`src/rtl/spi_sample_tx.sv`:
```
// SPI mode-0 slave transmitter: captures one sample from the datapath sequencer
// and holds transmit high until the MCU has clocked the word out MSB first.
module spi_sample_tx #(
    parameter int unsigned DATA_W      = 16,
    parameter int unsigned TIMEOUT_CYC = 65535
) (
    input  logic              clk,
    input  logic              reset,
    input  logic              load,
    input  logic [DATA_W-1:0] sample_in,
    input  logic              sck,
    input  logic              cs_n,
    output logic              sdo,
    output logic              sdo_en,
    output logic              transmit,
    output logic              tx_done,
    output logic              tx_abort
);

    localparam int unsigned CNT_W   = $clog2(DATA_W + 1);
    localparam int unsigned TO_W    = (TIMEOUT_CYC > 1) ? $clog2(TIMEOUT_CYC) : 1;
    localparam int unsigned TO_LAST = (TIMEOUT_CYC == 0) ? 0 : TIMEOUT_CYC - 1;

    typedef enum logic [1:0] {
        IDLE  = 2'd0,
        ARMED = 2'd1,
        SHIFT = 2'd2,
        DONE  = 2'd3
    } state_t;

    state_t              state, state_d;
    logic [DATA_W-1:0]   shreg, shreg_d;
    logic [CNT_W-1:0]    bitcnt, bitcnt_d, cnt_v;
    logic [TO_W-1:0]     tocnt, tocnt_d;
    logic                ok, ok_d;

    // [0],[1] synchronize; [2] holds the previous synchronized level for edge detect
    logic [2:0] sck_sr, cs_sr;
    logic       sck_rise, sck_fall, cs_fall, cs_rise;

    always_ff @(posedge clk or posedge reset) begin
        if (reset) begin
            sck_sr <= 3'b000;
            cs_sr  <= 3'b111;
        end else begin
            sck_sr <= {sck_sr[1:0], sck};
            cs_sr  <= {cs_sr[1:0], cs_n};
        end
    end

    assign sck_rise =  sck_sr[1] & ~sck_sr[2];
    assign sck_fall = ~sck_sr[1] &  sck_sr[2];
    assign cs_fall  = ~cs_sr[1]  &  cs_sr[2];
    assign cs_rise  =  cs_sr[1]  & ~cs_sr[2];

    // State and datapath registers
    always_ff @(posedge clk or posedge reset) begin
        if (reset) begin
            state  <= IDLE;
            shreg  <= '0;
            bitcnt <= '0;
            tocnt  <= '0;
            ok     <= 1'b0;
        end else begin
            state  <= state_d;
            shreg  <= shreg_d;
            bitcnt <= bitcnt_d;
            tocnt  <= tocnt_d;
            ok     <= ok_d;
        end
    end

    // Next-state and datapath update
    always_comb begin
        state_d  = state;
        shreg_d  = shreg;
        bitcnt_d = bitcnt;
        tocnt_d  = tocnt;
        ok_d     = ok;
        cnt_v    = bitcnt;
        case (state)
            IDLE: begin
                if (load) begin
                    shreg_d  = sample_in;
                    bitcnt_d = '0;
                    tocnt_d  = '0;
                    ok_d     = 1'b0;
                    state_d  = ARMED;
                end
            end
            ARMED: begin
                if (cs_fall) begin
                    state_d = SHIFT;
                end else begin
                    tocnt_d = tocnt + TO_W'(1);
                    if ((TIMEOUT_CYC != 0) && (tocnt == TO_W'(TO_LAST))) begin
                        ok_d    = 1'b0;
                        state_d = DONE;
                    end
                end
            end
            SHIFT: begin
                if (sck_rise && (bitcnt != CNT_W'(DATA_W)))
                    cnt_v = bitcnt + CNT_W'(1);
                bitcnt_d = cnt_v;
                // past the last bit the register is cleared so sdo idles at 0
                if (sck_fall) begin
                    if ((bitcnt >= CNT_W'(1)) && (bitcnt < CNT_W'(DATA_W)))
                        shreg_d = {shreg[DATA_W-2:0], 1'b0};
                    else if (bitcnt == CNT_W'(DATA_W))
                        shreg_d = '0;
                end
                // completion judged on the count including a same-cycle sck_rise
                if (cs_rise) begin
                    ok_d    = (cnt_v == CNT_W'(DATA_W));
                    state_d = DONE;
                end
            end
            DONE: begin
                state_d = IDLE;
            end
            default: begin
                state_d = IDLE;
            end
        endcase
    end

    assign transmit = ((state == IDLE) && load) || (state == ARMED) || (state == SHIFT);
    assign sdo      = ((state == ARMED) || (state == SHIFT)) ? shreg[DATA_W-1] : 1'b0;
    assign sdo_en   = ~cs_sr[1];
    assign tx_done  = (state == DONE) &&  ok;
    assign tx_abort = (state == DONE) && !ok;

endmodule
```
`config.mk`:
```
export PLATFORM = sky130hd
export DESIGN_NAME = spi_sample_tx
export DESIGN_NICKNAME = d
export VERILOG_FILES = /design/src/rtl/spi_sample_tx.sv
export SDC_FILE = /design/constraint.sdc
export NUM_CORES = 1
export LEC_CHECK = 0
export BUFFER_PORTS_ARGS = -buffer_cell sky130_fd_sc_hd__buf_2
export CORE_UTILIZATION = 53
export DETAILED_ROUTE_END_ITERATION = 6
export HOLD_SLACK_MARGIN = 0.1
export PLACE_DENSITY = 0.72
export SLEW_MARGIN = 20
export SYNTH_ARGS = -nofsm -noshare
export SYNTH_HDL_FRONTEND = slang
export SYNTH_SLANG_ARGS = --single-unit
export TNS_END_PERCENT = 1
```
`constraint.sdc`:
```
create_clock -name clk -period 2.06 [get_ports clk]
set_input_delay 0.103 -clock clk [delete_from_list [all_inputs] [get_ports clk]]
set_output_delay 0.103 -clock clk [all_outputs]
set_load 0.03 [all_outputs]
```
After elaboration in Yosys (flattened, before gate mapping)
Index checks and enable logic that the tools add are counted.
Storage, ports and cells
  memory bits (read-only): 0
  output and inout port bits: 5
  bits in latches: 0
  flip-flop bits (word level): 46
  RAM bits: 0
  bits of input ports: 21
  memories: 0
  word-level logic and storage cells: 74
Cells by class
  bitwise logic cells: 8
  shift operators: 0
  $lt $le $gt $ge: 2
  multiply operators: 0
  muxes and demuxes: 23
  div/mod/pow operators: 0
  add/sub/neg operators: 2
  reductions and logical operators: 18
  eq/ne operators: 14
Operators by type and width (count)
  16-bit 2-to-1 mux: 6
  16-bit case mux with 2 select lines: 2
  16-bit by 1-bit adder with 16-bit output, second input constant: 1
  16-bit equality test, second input constant: 1
  5-bit 2-to-1 mux: 3
  5-bit equality test, second input constant: 2
  2-bit != test, second input constant: 5
  5-bit case mux with 2 select lines: 1
  2-bit 2-to-1 mux: 4
  2-bit case mux with 4 select lines: 1
  3-bit != test, second input constant: 2
  3-bit AND reduction: 2
  5-bit by 1-bit adder with 5-bit output, second input constant: 1
  5-bit by 1-bit greater-or-equal comparator with 1-bit output, second input constant: 1
  1-bit logical AND: 5
  5-bit less-than comparator, second input constant: 1
  1-bit 2-to-1 mux: 5
  5-bit != test, second input constant: 1
  5-bit AND reduction: 1
  1-bit AND: 4
  2-bit equality test, second input constant: 2
  1-bit inverter: 4
  4-bit AND reduction: 1
  2-bit nonzero test: 2
  other kinds (7): 9

Depth between registers and ports, before layout
  depth in word-level cells: 8
  depth in mapped cells: 10
  mapped depth without buffers: 7

Least setup slack after synthesis
Ideal clock, no wire load.
  kind: register -> register
  start: reg bitcnt[1]
  end: reg shreg[10]
  cell stages (with the launch flop): 11
  clock period less this slack: 2.264 ns
  path slack: -0.204 ns
  arrival: 2.140 ns
  buffers on the path: 3
  library setup time: 0.125 ns
  data required time: 1.935 ns
  path through: dfrtp_1 -> clkbuf_1 -> inv_1 -> ha_1 -> or4_1 -> nor3_1 -> o41ai_1 -> nand2b_1 -> buf_2 -> buf_6 -> mux2_2
Between the ends
  word-level cells in the longest chain between the ends: 5
  elaborated cells on any way between the ends: 9
  classes of those cells: order compare (2); eq/ne (2); mux (3); reduce/logical (2)
RTL lines
  start, declared: RTL line 33  | logic [CNT_W-1:0] bitcnt, bitcnt_d, cnt_v;
  start signal, assigned: RTL line 67  | bitcnt <= bitcnt_d;
  5-bit by 1-bit greater-or-equal comparator with 1-bit output or 5-bit less-than comparator (tied branches): RTL line 108  | if ((bitcnt >= CNT_W'(1)) && (bitcnt < CNT_W'(DATA_W)))
  1-bit logical AND: RTL line 108
  16-bit 2-to-1 mux: RTL line 108
  16-bit 2-to-1 mux: RTL line 107  | if (sck_fall) begin
  16-bit case mux with 2 select lines: RTL line 81  | case (state)
  end signal, assigned: RTL line 66  | shreg <= shreg_d;
  end, declared: RTL line 32  | logic [DATA_W-1:0] shreg, shreg_d;
Several ways; a longest one is shown, not always the timed one. The select of a mux whose other input is x is not followed.
A chain may end at the register's enable or synchronous reset.

Worst setup path after layout
  start: reg bitcnt[0]
  end: reg shreg[4]
The elaborated chain is that of the path after synthesis.

==> flow_summary.json <==
{
  "rows": 24,
  "final_common_cell": "dfrtp_1",
  "slew_violations": 0,
  "path_cells": "ha_2 -> or4_4 -> nor3_4 -> o41ai_2 -> nand2b_1 -> buf_6 -> mux2_2",
  "dr.pass1.iters": 6,
  "ys_seq_elements": 46,
  "met3_usage_pct": 2.991,
  "grt_overflow_total": 0,
  "yosysUniqueCellTypes": 45,
  "syn_area_sq_mm": 0.002526,
  "finalNetCount": 326,
  "fp.dieH_um": 71.04,
  "synth-edff-count": 0,
  "finish.instance_area_sq_mm": 0.003022,
  "final_core_util_pct": 67.53,
  "hold_path.class": "in -> reg",
  "synth-seq-area-share_pct": 45.72,
  "dp_hpwl_mm": 3.472,
  "numCtsBuffers": 5,
  "pwr_density_cell_mw_per_mm2": 1359,
  "via_count": 1934,
  "syn2layout_area_growth_pct": 19.61,
  "synthCells": 246,
  "syn_area_per_cell_sq_um": 10.27,
  "drtIter0Drc": 90,
  "clkSinkCount": 46,
  "synth.area.top_cells": "dfrtp_1 (43%), mux2_2 (7.6%), a22o_1 (5.2%)",
  "worst_slew_pin_slew_ps": 576.6,
  "core_sq_mm": 0.004474,
  "final_hold_viol_count": 0,
  "grt_pass1_wl_mm": 8.756,
  "setup_viol": 4,
  "start_kind": "flip-flop",
  "finalWirelength_mm": 5.059,
  "criticalPathCategory": "reg -> reg",
  "cts_tree": "yes",
  "finalCriticalPeriod_ps": 2074,
  "post_dp_cell_area_sq_mm": 0.002861,
  "synth-warning-count": 0,
  "cts_root_buf": "clkbuf_8",
  "syn_nets": 277,
  "drc": 0,
  "cp_num_buf_inv": 1,
  "cellLeakagePower_uw": 0.001377,
  "layout_common_cells": "dfrtp_1 (43), buf_2 (25), buf_4 (23)",
  "synth_top_area_share_pct": 42.60,
  "viasPerCell": 5.573,
  "num_io_pins": 26,
  "min_period_over_period_pct": 100.7,
  "post_drt_wl_per_cell_um": 14.58,
  "timing.final.ws_setup_ps": -13.93,
  "irDropWorstVdd_mv": 0.6331,
  "start_util_pct": 56.46,
  "antenna_left": 0,
  "rsz0062_at_grt": "true",
  "end_kind": "flip-flop",
  "gp_congestion": 0.8452,
  "critical_path.max_stage_delay_ps": 450,
  "nFillCells": 362,
  "crit_fanout": 8,
  "dieArea_sq_mm": 0.005047,
  "drv_cap": 0,
  "worstPathArrival_ps": 2250,
  "grt-busiest-layer": "met2",
  "grt_pass1_vias": 1902,
  "yosysTopAreaCell": "dfrtp_1",
  "grtUsageMet2_pct": 37.39,
  "power_uw": 4108,
  "violations": "setup timing",
  "insertion_delay_ps": 290,
  "cp_top_family": "simple AND/OR/NAND/NOR gates",
  "use_met1_pct": 29.59,
  "worst_clock_skew_ps": 11.28,
  "antenna-diode-count": 0,
  "antenna_found_initial": 0,
  "clk_pin_slew_ps": 80,
  "drive_above_1_share_pct": 29.83,
  "async_flop_share_pct": 100.0,
  "cts_buffer_depth": 2,
  "grt_usage_pct": 22.05,
  "crit_required_ps": 2240,
  "slew_headroom_pct": 61.56,
  "die_w_um": 71.04,
  "slowest_stage": "or4_4",
  "htree_levels": 2,
  "outcome": "finished with violations",
  "synthFlopType": "dfrtp_1",
  "io_buffers": 25,
  "grt_max_degree": 47,
  "fin_tns_setup_ps": -19.34,
  "place_ws_ps": -46.71,
  "fmax_mhz": 482.2
}
[where the power goes]
group / internal [uW] / switching, uW
combinational: 1150 / 1110
clock: 233 / 286
sequential: 1170 / 159
[sequential cells by signal (all words and copies together) (netlist names)]
| signal | cells |
|---|---|
| cs_sr | 3 |
| tocnt | 16 |
| state | 2 |
| sck_sr | 3 |
| ok | 1 |
| shreg | 16 |
| bitcnt | 5 |
[worst reg2reg max path: stages, from the launching register on]
cell	delay [ps]
dfrtp_1	420
ha_2	200
or4_4	450
nor3_4	130
o41ai_2	80
nand2b_1	160
buf_6	170
mux2_2	350
[layout make-up]
type,count,area [sq um],area share [%]
Multi-Input combinational cell,175,1303,43.11
Clock inverter,1,7.507,0.2484
Timing Repair Buffer,54,370.4,12.26
Inverter,13,48.80,1.615
Clock buffer,6,72.57,2.402
Tap cell,52,65.06,2.153
Sequential cell,46,1155,38.22
[what timing repair did]
action                                 CTS  global route
endpoints found under the hold margin   45             0
buffers inserted                         1             0
setup endpoints to repair               15            16
gates cloned                             1             0
hold buffers                             3             0
resized for setup                        7             2
pin swaps                                0             3
[through the flow]
step | cells | hold WS [ps]
floorplan | 246 | 107.5
global placement | 335 | 208.8
detailed placement | 335 | 217.8
CTS | 347 | 136.6
global route | 347 | 169.9
finish | 347 | 139.6
[logic make-up after synthesis]
logic type	Yosys count	share of synthesized area (%)
XOR/XNOR	12	4.161
buffers and inverters	25	4.111
flip-flops	46	45.72
adder cells (fa/ha/maj)	10	4.953
AO/OA/AOI/OAI	51	14.81
AND/OR/NAND/NOR	83	17.83
multiplexers	19	8.420
[per-layer routing]
layer  part of all wire [%]  wire length (um)  vias up
met5                      0                 0        -
met4                   0.89                45        0
met3                    1.5                76        5
met2                     49              2465       17
met1                     49              2471      941
li1                       -                 -      971
[cells in the mapped netlist, types with 2 or more instances]
master     instances
nor2b_1            7
a2111oi_0          3
o21ai_0           13
buf_2              2
ha_1              10
inv_1             13
a22o_1            15
dfstp_2            3
xnor2_1            9
nor3_1             9
nor2_1            18
mux2_2            17
or3_1              4
and2_1             3
xor2_1             3
a21oi_1            8
nand2_1           18
nand4_1            5
clkbuf_1           9
nand3_1            5
a31oi_1            2
nand3b_1           3
nand2b_1           3
dfrtp_1           43
[worst paths after layout]
kind,startpoint,slack (ps),cells after the start,endpoint
setup / recovery,bitcnt[0],-10,7,shreg[4]
hold / removal,sample_in[0],140,3,shreg[0]
setup reg to reg,bitcnt[0],-10,7,shreg[4]
hold reg to reg,sck_sr[0],360,0,sck_sr[1]
max in group asynchronous,reset,1160,4,tocnt[5]
min in group asynchronous,reset,500,4,tocnt[4]
No activity file was read; power rests on OpenSTA's default activity.
